**config.mk**
```make
export PLATFORM = sky130hd
export DESIGN_NAME = s_mem_arbiter
export DESIGN_NICKNAME = d
export VERILOG_FILES = /design/src/rtl/s_mem_arbiter.sv
export SDC_FILE = /design/constraint.sdc
export NUM_CORES = 1
export LEC_CHECK = 0
export BUFFER_PORTS_ARGS = -buffer_cell sky130_fd_sc_hd__buf_2
export CORE_ASPECT_RATIO = 0.8
export CORE_MARGIN = 2
export CORE_UTILIZATION = 36
export DETAILED_ROUTE_END_ITERATION = 8
export PLACE_DENSITY = 0.84
export SLEW_MARGIN = 20
export SYNTH_ARGS = -nofsm -noshare
export SYNTH_HDL_FRONTEND = slang
export SYNTH_SLANG_ARGS = --single-unit
export TNS_END_PERCENT = 30
```
**constraint.sdc**
```tcl
create_clock -name CLOCK_50 -period 1.5 [get_ports CLOCK_50]
set_input_delay 0.3 -clock CLOCK_50 [delete_from_list [all_inputs] [get_ports CLOCK_50]]
set_output_delay 0.3 -clock CLOCK_50 [all_outputs]
set_load 0.02 [all_outputs]
```
**src/rtl/s_mem_arbiter.sv**
```systemverilog
`default_nettype none
// ---------------------------------------------------------------------------
// s_mem_arbiter: round-robin, lock-aware owner arbiter for a 256x8 s_memory.
// Rev 1.0
// ---------------------------------------------------------------------------
module s_mem_arbiter (
  input  logic       CLOCK_50,
  input  logic       reset,
  input  logic [2:0] req,
  input  logic [2:0] lock,
  input  logic [7:0] addr0,
  input  logic [7:0] addr1,
  input  logic [7:0] addr2,
  input  logic [7:0] wdata0,
  input  logic [7:0] wdata1,
  input  logic [7:0] wdata2,
  input  logic [2:0] wren,
  output logic [2:0] grant,
  output logic [2:0] rvalid,
  output logic [7:0] rdata,
  output logic [7:0] mem_address,
  output logic [7:0] mem_data,
  output logic       mem_wren,
  input  logic [7:0] mem_q,
  output logic [1:0] owner,
  output logic       busy
);

  // Encoding chosen so the state value is directly the owner index (3 = none).
  typedef enum logic [1:0] {
    OWN0 = 2'd0,
    OWN1 = 2'd1,
    OWN2 = 2'd2,
    IDLE = 2'd3
  } state_t;

  state_t     state_q, state_d;
  logic [1:0] rr_q, rr_d;
  logic [2:0] rvalid_q, rvalid_d;

  logic [3:0] w_pend;
  logic [3:0] w_req;
  logic [3:0] w_lock;
  logic [3:0] w_wren;
  logic [1:0] w_c0, w_c1, w_c2, w_pick;
  logic       w_own;
  logic       w_access;
  logic [7:0] w_sel_addr, w_sel_data;

  function automatic logic [1:0] inc3(input logic [1:0] v);
    return (v == 2'd2) ? 2'd0 : v + 2'd1;
  endfunction

  // Index 3 is padded with zero so IDLE's encoding never selects a live bit.
  assign w_req  = {1'b0, req};
  assign w_lock = {1'b0, lock};
  assign w_wren = {1'b0, wren};
  assign w_pend = w_req | w_lock;

  assign w_c0 = rr_q;
  assign w_c1 = inc3(w_c0);
  assign w_c2 = inc3(w_c1);

  always_comb begin
    w_pick = w_c2;
    if (w_pend[w_c0])
      w_pick = w_c0;
    else if (w_pend[w_c1])
      w_pick = w_c1;
  end

  assign w_own    = (state_q != IDLE);
  assign w_access = w_own && w_req[state_q] && !reset;

  always_comb begin
    w_sel_addr = 8'd0;
    w_sel_data = 8'd0;
    case (state_q)
      OWN0: begin w_sel_addr = addr0; w_sel_data = wdata0; end
      OWN1: begin w_sel_addr = addr1; w_sel_data = wdata1; end
      OWN2: begin w_sel_addr = addr2; w_sel_data = wdata2; end
      default: begin w_sel_addr = 8'd0; w_sel_data = 8'd0; end
    endcase
  end

  always_comb begin
    state_d  = state_q;
    rr_d     = rr_q;
    rvalid_d = 3'b000;
    if (state_q == IDLE) begin
      if (|w_pend)
        state_d = state_t'(w_pick);
    end else if (!w_req[state_q] && !w_lock[state_q]) begin
      state_d = IDLE;
      rr_d    = inc3(state_q);
    end
    if (w_access && !w_wren[state_q])
      rvalid_d = 3'b001 << state_q;
  end

  always_ff @(posedge CLOCK_50) begin
    if (reset) begin
      state_q  <= IDLE;
      rr_q     <= 2'd0;
      rvalid_q <= 3'b000;
    end else begin
      state_q  <= state_d;
      rr_q     <= rr_d;
      rvalid_q <= rvalid_d;
    end
  end

  assign grant       = w_own ? (3'b001 << state_q) : 3'b000;
  assign owner       = state_q;
  assign busy        = |grant;
  assign rvalid      = rvalid_q;
  assign rdata       = ((|rvalid_q) && !reset) ? mem_q : 8'd0;
  assign mem_address = w_access ? w_sel_addr : 8'd0;
  assign mem_data    = w_access ? w_sel_data : 8'd0;
  assign mem_wren    = w_access && w_wren[state_q];

endmodule
`default_nettype wire
```
==> impl_metrics.toml, run 1 <==
[status]
outcome = "finished with violations"
failed_checks = "setup timing"

[layout]
syn_to_final_growth_pct = 93.3
drive_gt1_frac = 0.813
utilization = 0.760
mostFrequentLayoutCell = "buf_2"
fin_area_mm2 = 0.00192
final_nets = 287
final_cell_mix = "buf_2, mux2_2, a22oi_2, buf_4, buf_6"
antenna_cells = 0

[global_route]
grt_pass1_vias = 1227
grt_max_degree = 25
grt_overflow = 0
grt_pass1_wl_mm = 5.87
antenna_found_initial = 0
track_usage = 0.232

[sta]
drv_slew = 0
fin_crit_ns = 1.89
fmax_mhz = 529
finalSetupTns_ns = -6.14
min_period_over_period = 1.26
max_slew_margin = 0.763
fin_skew_ns = 0.000769
tightestPinTransition_ns = 0.347
hold_ws_ns = 0.219
fin_ws_ns = -0.390
setup_viol = 17
finalHoldViolations = 0
rsz0062_at_grt = "yes"

[pwr]
p_sw_frac = 0.452
p_comb_frac = 0.743
power_density_mw_per_mm2 = 869
internal_power_mw = 0.913
pwr-share-seq = 0.150
vdd_drop_max_mv = 0.451
switchingPower_mw = 0.754
p_clk_frac = 0.107
p_total_mw = 1.67
leakagePower_nw = 0.906

[synthesis]
synth_top_cell_by_area = "mux2_2"
synth.distinct_cells = 33
yosysSeqAreaShare = 0.141
synthCells = 114
synth_edf_count = 0
async_reset_ff_frac = 0
synth_fp_nets = 181
synth_area_leaders = "mux2_2, dfxtp_1, a22oi_1"
yosysWarnings = 0
synth_ff_type = "dfxtp_1"
ys_ff_latch = 7
syn_area_um2 = 992
synth_top_area_frac = 0.193
syn_area_per_cell_um2 = 8.70

[cts]
clock_sinks = 7
clock_latency_ns = 0.26
cts_max_level = 1
clk_transition_reported_paths_ns = 0.06
cts_tree = "done"
cts.path.max_buffers = 2
post_cts_buffers = 0
root_buffer = "clkbuf_4"
cts_made_buffers = 3

[routing]
drt_pass1_iterations = 4
drt_wl_total_mm = 3.76
avgRoutedWirePerCell_um = 14.7
vias = 1312
first_iter_violations = 77
antenna_left = 0
vias_per_cell = 5.15
drc = 0

[floorplan]
ios = 101
die_height_um = 51.0
die_w_um = 62.7
rows = 16
start_util = 0.393
fp.dieArea_mm2 = 0.00319
core_area_mm2 = 0.00252

[placement]
dpl.hpwl_mm = 2.87
dpl_cell_area_mm2 = 0.00180
portBuffers = 100
place.gp.congestion = 0.859

[worst_setup_path]
crit_fanout = 18
endpoint_kind = "output port"
worstPathRequired_ns = 1.20
cp-start-kind = "register"
crit_arrival_ns = 1.59
crit_type = "reg2out"

[hold_path]
holdCritPathClass = "in2reg"

[job]
maxCapViolations = 0
cell type report:
class / count / area (µm²)
multi-input combinational: 93 / 958
clock inverter: 1 / 5.00
timing repair buffer: 114 / 736
sequential: 7 / 148
tap: 36 / 45.0
inverter: 1 / 3.75
fill: 200 / 604
clock buffer: 3 / 22.5
path summary, 6_finish.rpt:
| check | start | endpoint | slack [ns] | depth (start not counted) |
|---|---|---|---|---|
| worst min-delay path | wren[2] | rvalid[2]$_SDFF_PP0_ | 0.22 | 2 |
| worst max-delay path | owner[1]$_SDFFE_PP1P_ | mem_wren | -0.39 | 5 |
| worst min register to register | rr_q[0]$_SDFFE_PP0P_ | rr_q[0]$_SDFFE_PP0P_ | 0.57 | 2 |
| worst max register to register | owner[1]$_SDFFE_PP1P_ | rvalid[2]$_SDFF_PP0_ | 0.06 | 5 |
worst max-delay path, stage by stage (launching register included):
cell,delay (ns)
dfxtp_4,0.40
mux2_4,0.32
a22oi_4,0.15
buf_12,0.22
nor3_2,0.07
buf_4,0.16
power groups by stage:
| stage | Sequential [mW] | Combinational [mW] | Clock (mW) |
|---|---|---|---|
| after CTS | 0.249 | 1.23 | 0.187 |
| after floorplan | 0.246 | 0.889 | 0 |
| after global placement | 0.248 | 1.17 | 0 |
| after detailed placement | 0.250 | 1.18 | 0 |
| final | 0.250 | 1.24 | 0.179 |
| after global routing | 0.252 | 1.32 | 0.204 |
per-stage QoR:
stage,setup WS [ns],cells
2_1_floorplan,-0.0894,114
3_3_place_gp,-0.0799,251
3_5_place_dp,-0.114,251
4_1_cts,-0.404,255
5_1_grt,-0.443,255
6_report,-0.390,255
cells by family after synthesis:
| group | Yosys count | synth area share |
|---|---|---|
| mux | 18 | 0.208 |
| simple gates | 42 | 0.277 |
| buf+inv | 14 | 0.106 |
| flops | 7 | 0.141 |
| compound gates | 33 | 0.267 |
sequential cells by signal, summed over array words and instances (netlist names):
name,count
rvalid,3
owner,2
rr_q,2
Yosys cell counts (2+ instances only):
library cell / number
buf_4: 3
dfxtp_1: 7
o31ai_1: 2
o211ai_1: 2
o21ai_0: 2
buf_6: 5
a22oi_1: 17
mux2_2: 17
buf_2: 3
nor2b_1: 3
and2_1: 8
nor4b_4: 2
nor3_1: 19
nor2_1: 5
per-layer routing:
metal	wire [µm]	GRT usage	vias to the layer above	share of wire
met4	29	0.0296	0	0.0077
met3	214	0.0441	2	0.057
li1	-	-	655	-
met2	2000	0.428	52	0.53
met5	0	0	-	0
met1	1520	0.289	603	0.40
timing repair:
action	in CTS	in global routing
resized for setup	24	3
setup endpoints to repair	27	29
hold buffers	0	0
gates cloned	0	0
pin swaps	6	1
Power figures use the tool's default switching activity.
==> run 2, diff against run 1 <==
--- a/config.mk
+++ b/config.mk
@@ -11,6 +11,7 @@
 export CORE_UTILIZATION = 36
 export DETAILED_ROUTE_END_ITERATION = 8
 export PLACE_DENSITY = 0.84
+export RECOVER_POWER = 50
 export SLEW_MARGIN = 20
 export SYNTH_ARGS = -nofsm -noshare
 export SYNTH_HDL_FRONTEND = slang
==> run 2 against run 1 <==
Effect of this change:
- the flow still finishes with violations (setup timing)
- global-route usage unchanged
- worst hold slack about the same
- setup slack got worse by 0.00071 ns
- clock power about the same
- clock-buffer cell count unchanged
- critical endpoint unchanged
==> impl_metrics.toml, run 2 (synthesis gave the netlist of run 1 again) <==
[global_route]
grt_overflow = 0
grt_max_degree = 25
track_usage = 0.232
antenna_found_initial = 0
grt_pass1_wl_mm = 5.87
grt_pass1_vias = 1227

[floorplan]
fp.dieArea_mm2 = 0.00319
die_w_um = 62.7
start_util = 0.393
core_area_mm2 = 0.00252
rows = 16
ios = 101
die_height_um = 51.0

[hold_path]
holdCritPathClass = "in2reg"
min_from = "wren[2]"
holdPathStages = 2
min_to = "rvalid[2]$_SDFF_PP0_"

[worst_setup_path]
r2r_end = "rvalid[2]$_SDFF_PP0_"
ff2ff_path_depth = 5
crit_arrival_ns = 1.59
endpoint_kind = "output port"
crit_fanout = 18
cp-start-kind = "register"
crit_type = "reg2out"
r2r-start = "owner[1]$_SDFFE_PP1P_"
worstPathRequired_ns = 1.20
r2r_setup_slack_ns = 0.05

[placement]
dpl.hpwl_mm = 2.87
dp.cells = 251
dpl_cell_area_mm2 = 0.00180
place.gp.congestion = 0.859
portBuffers = 100

[layout]
syn_to_final_growth_pct = 92.9
fillers = 202
largest_reg_flops = 3
final_cell_mix = "buf_2, mux2_2, a22oi_2, buf_4, buf_6"
fin_area_mm2 = 0.00191
fin_cells = 255
mostFrequentLayoutCell = "buf_2"
final_nets = 287
antenna_cells = 0
drive_gt1_frac = 0.799

[sta]
min_period_over_period = 1.26
fin_crit_ns = 1.89
fmax_mhz = 529
finalSetupTns_ns = -6.17
drv_slew = 0
fin_ws_ns = -0.391
fin_skew_ns = 0.00368
finalHoldViolations = 0
max_slew_margin = 0.763
tightestPinTransition_ns = 0.346
setup_viol = 18
rsz0062_at_grt = "yes"

[routing]
antenna_left = 0
drt_wl_total_mm = 3.78
vias_per_cell = 5.18
vias = 1322
avgRoutedWirePerCell_um = 14.8
drt_pass1_iterations = 4
drc = 0
first_iter_violations = 80

[status]
outcome = "finished with violations"
failed_checks = "setup timing"

[cts]
root_buffer = "clkbuf_4"
cts_made_buffers = 3
cts_max_level = 1
clock_latency_ns = 0.26
cts_hold_buf = 0
clk_transition_reported_paths_ns = 0.06
clock_sinks = 7
cts.path.max_buffers = 2
cts_tree = "done"

[pwr]
leakagePower_nw = 0.893
vdd_drop_max_mv = 0.451
power_density_mw_per_mm2 = 874

[job]
maxCapViolations = 0
run 2: cell type report:
class,instances,area [µm²],area share
flip-flops and latches,7,148,0.0771
clock buffers,3,22.5,0.0118
repair buffers,114,732,0.382
multi-input cells,93,958,0.501
inverters,1,3.75,0.00196
well taps,36,45.0,0.0235
clock inverters,1,5.00,0.00261
run 2: how the worst max path moves through the flow:
stage,startpoint,to,slack (ns),depth (start not counted)
floorplan,owner[0]$_SDFFE_PP1P_,mem_address[1],-0.09,5
finish,owner[1]$_SDFFE_PP1P_,mem_wren,-0.39,5
CTS,owner[1]$_SDFFE_PP1P_,mem_wren,-0.40,5
global route,owner[1]$_SDFFE_PP1P_,mem_data[7],-0.44,5
detailed placement,owner[1]$_SDFFE_PP1P_,mem_wren,-0.11,5
global placement,owner[1]$_SDFFE_PP1P_,mem_address[1],-0.08,5
run 2: through the flow:
step / util / worst slack [ns] / hold WS [ns] / power, mW
3_5_place_dp: 0.715 / -0.114 / 0.491 / 1.43
4_1_cts: 0.755 / -0.404 / 0.212 / 1.67
3_3_place_gp: 0.715 / -0.0799 / 0.488 / 1.42
2_1_floorplan: - / -0.0894 / 0.374 / 1.13
6_report: 0.759 / -0.391 / 0.219 / 1.67
5_1_grt: 0.759 / -0.443 / 0.215 / 1.78
run 2: power by group:
group / switching, mW / internal (mW)
Sequential: 0.0387 / 0.212
Clock: 0.0838 / 0.0982
Combinational: 0.637 / 0.603
run 2: what timing repair did:
action	4_1_cts	5_1_grt
resized for setup	24	3
setup endpoints to repair	27	29
buffers inserted	0	0
pin swaps	6	1
run 2: metal layers:
layer  part of all wire  up-vias  track usage
li1                   -      653            -
met1               0.40      609        0.289
met2               0.53       56        0.428
met3              0.056        4       0.0441
met4             0.0090        0       0.0296
met5                  0        -            0
run 2: critical path: stages, from the launching register on:
cell     delay [ns]
dfxtp_4        0.40
mux2_4         0.32
a22oi_4        0.15
buf_12         0.22
nor3_2         0.07
buf_4          0.16
==> run 3, diff against run 2 <==
--- a/config.mk
+++ b/config.mk
@@ -6,7 +6,7 @@
 export NUM_CORES = 1
 export LEC_CHECK = 0
 export BUFFER_PORTS_ARGS = -buffer_cell sky130_fd_sc_hd__buf_2
-export CORE_ASPECT_RATIO = 0.8
+export CORE_ASPECT_RATIO = 1.1
 export CORE_MARGIN = 2
 export CORE_UTILIZATION = 36
 export DETAILED_ROUTE_END_ITERATION = 8
==> run 3 against run 2 <==
Effect of this change:
- largest power group unchanged
- final cell count decreased by 0.78%
- utilization about the same
- setup slack improved by 0.016 ns
- global-route usage increased by 0.35 points
- flip-flop and latch count unchanged
- critical path depth unchanged
- the run still ends with setup timing left
- via count increased by 4.9%
- largest cell class unchanged
- design area increased by 1.8%
- fmax increased by 0.85%
- critical endpoint is now mem_address[7]
- highest routed layer unchanged
- total power increased by 1.2%
- register-to-register slack improved by 0.02 ns
- clock power decreased by 3%
==> impl_metrics.toml, run 3 (synthesis gave the netlist of run 1 again) <==
[status]
failed_checks = "setup timing"
outcome = "finished with violations"

[sta]
fin_crit_ns = 1.87
fin_ws_ns = -0.375
setup_viol = 18
tightestPinTransition_ns = 0.349
min_period_over_period = 1.25
fmax_mhz = 533
rsz0062_at_grt = "yes"
hold_ws_ns = 0.224
finalSetupTns_ns = -6.07
finalHoldViolations = 0
max_slew_margin = 0.762
drv_slew = 0
fin_skew_ns = 0.00699

[placement]
portBuffers = 100
dpl.hpwl_mm = 2.97
place.gp.congestion = 0.785
place_ws_ns = -0.104
dp.cells = 249
dpl_cell_area_mm2 = 0.00181

[floorplan]
fp.dieArea_mm2 = 0.00319
core_area_mm2 = 0.00257
start_util = 0.386
ios = 101
die_height_um = 59.1
rows = 19
die_w_um = 54.1

[layout]
antenna_cells = 0
fin_cells = 253
largest_reg_flops = 3
final_cell_mix = "buf_2, mux2_2, buf_4"
syn_to_final_growth_pct = 96.5
final_nets = 290
utilization = 0.759
drive_gt1_frac = 0.793
fillers = 189
mostFrequentLayoutCell = "buf_2"
fin_area_mm2 = 0.00195

[worst_setup_path]
cp-start-kind = "register"
worstPathRequired_ns = 1.20
crit_fanout = 7
crit_type = "reg2out"
crit_arrival_ns = 1.57
endpoint_kind = "output port"

[routing]
drt_pass1_iterations = 4
first_iter_violations = 22
drt_wl_total_mm = 3.77
drc = 0
avgRoutedWirePerCell_um = 14.9
vias = 1387
vias_per_cell = 5.48
antenna_left = 0

[cts]
cts.path.max_buffers = 2
root_buffer = "clkbuf_4"
cts_made_buffers = 3
clk_transition_reported_paths_ns = 0.06
clock_sinks = 7
cts_max_level = 1
clock_latency_ns = 0.26
cts_tree = "done"

[global_route]
grt_max_degree = 15
grt_pass1_wl_mm = 5.64
antenna_found_initial = 0
track_usage = 0.235
grt_overflow = 0
grt_pass1_vias = 1335

[pwr]
vdd_drop_max_mv = 0.596
leakagePower_nw = 0.902
power_density_mw_per_mm2 = 869
p_total_mw = 1.69

[job]
maxCapViolations = 0

[hold_path]
holdCritPathClass = "in2reg"
## run 3: cell count changes in the layout (fill, tap and decap cells not counted), sizes merged
| cell | previous run | this run |
|---|---|---|
| clkinv | 1 | 0 |
| clkbuf | 6 | 8 |
| buf | 111 | 113 |
## run 3: area by class of cell
| cell class | instances | area [µm²] | share of cell area |
|---|---|---|---|
| clock buffer | 4 | 26.3 | 0.0135 |
| inverter | 1 | 3.75 | 0.00193 |
| multi-input combinational | 93 | 968 | 0.497 |
| sequential | 7 | 148 | 0.0757 |
| timing repair buffer | 117 | 764 | 0.392 |
| tap | 31 | 38.8 | 0.0199 |
## run 3: what timing repair did
| item | CTS | global route |
|---|---|---|
| cloned | 0 | 0 |
| gates resized for setup | 21 | 18 |
| hold buffers | 0 | 0 |
| endpoints found under the setup margin | 27 | 27 |
| pin swaps | 5 | 5 |
| buffers inserted | 0 | 0 |
## run 3: worst paths after layout
path | startpoint | end | slack [ns] | depth (start not counted)
hold reg to reg | rr_q[1]$_SDFFE_PP0P_ | rr_q[1]$_SDFFE_PP0P_ | 0.57 | 2
setup / recovery | owner[1]$_SDFFE_PP1P_ | mem_address[7] | -0.37 | 5
hold / removal | wren[2] | rvalid[2]$_SDFF_PP0_ | 0.22 | 2
setup reg to reg | owner[1]$_SDFFE_PP1P_ | rvalid[2]$_SDFF_PP0_ | 0.07 | 5
## run 3: metal layers
| layer | global-route usage | vias to the layer above | routed length [µm] |
|---|---|---|---|
| li1 | - | 662 | - |
| met1 | 0.247 | 645 | 1320 |
| met2 | 0.462 | 73 | 2080 |
| met3 | 0.0278 | 7 | 310 |
| met4 | 0.0821 | 0 | 59 |
| met5 | 0 | - | 0 |
## run 3: worst max-delay path: stages, from the launching register on
cell     delay [ns]
dfxtp_4        0.40
buf_4          0.18
mux2_2         0.34
a22oi_1        0.18
nor3_2         0.06
buf_2          0.16
## run 3: report_power, final
group,switching (mW),internal (mW)
combinational,0.652,0.618
sequential,0.0347,0.212
clock,0.0747,0.102
total,0.762,0.932
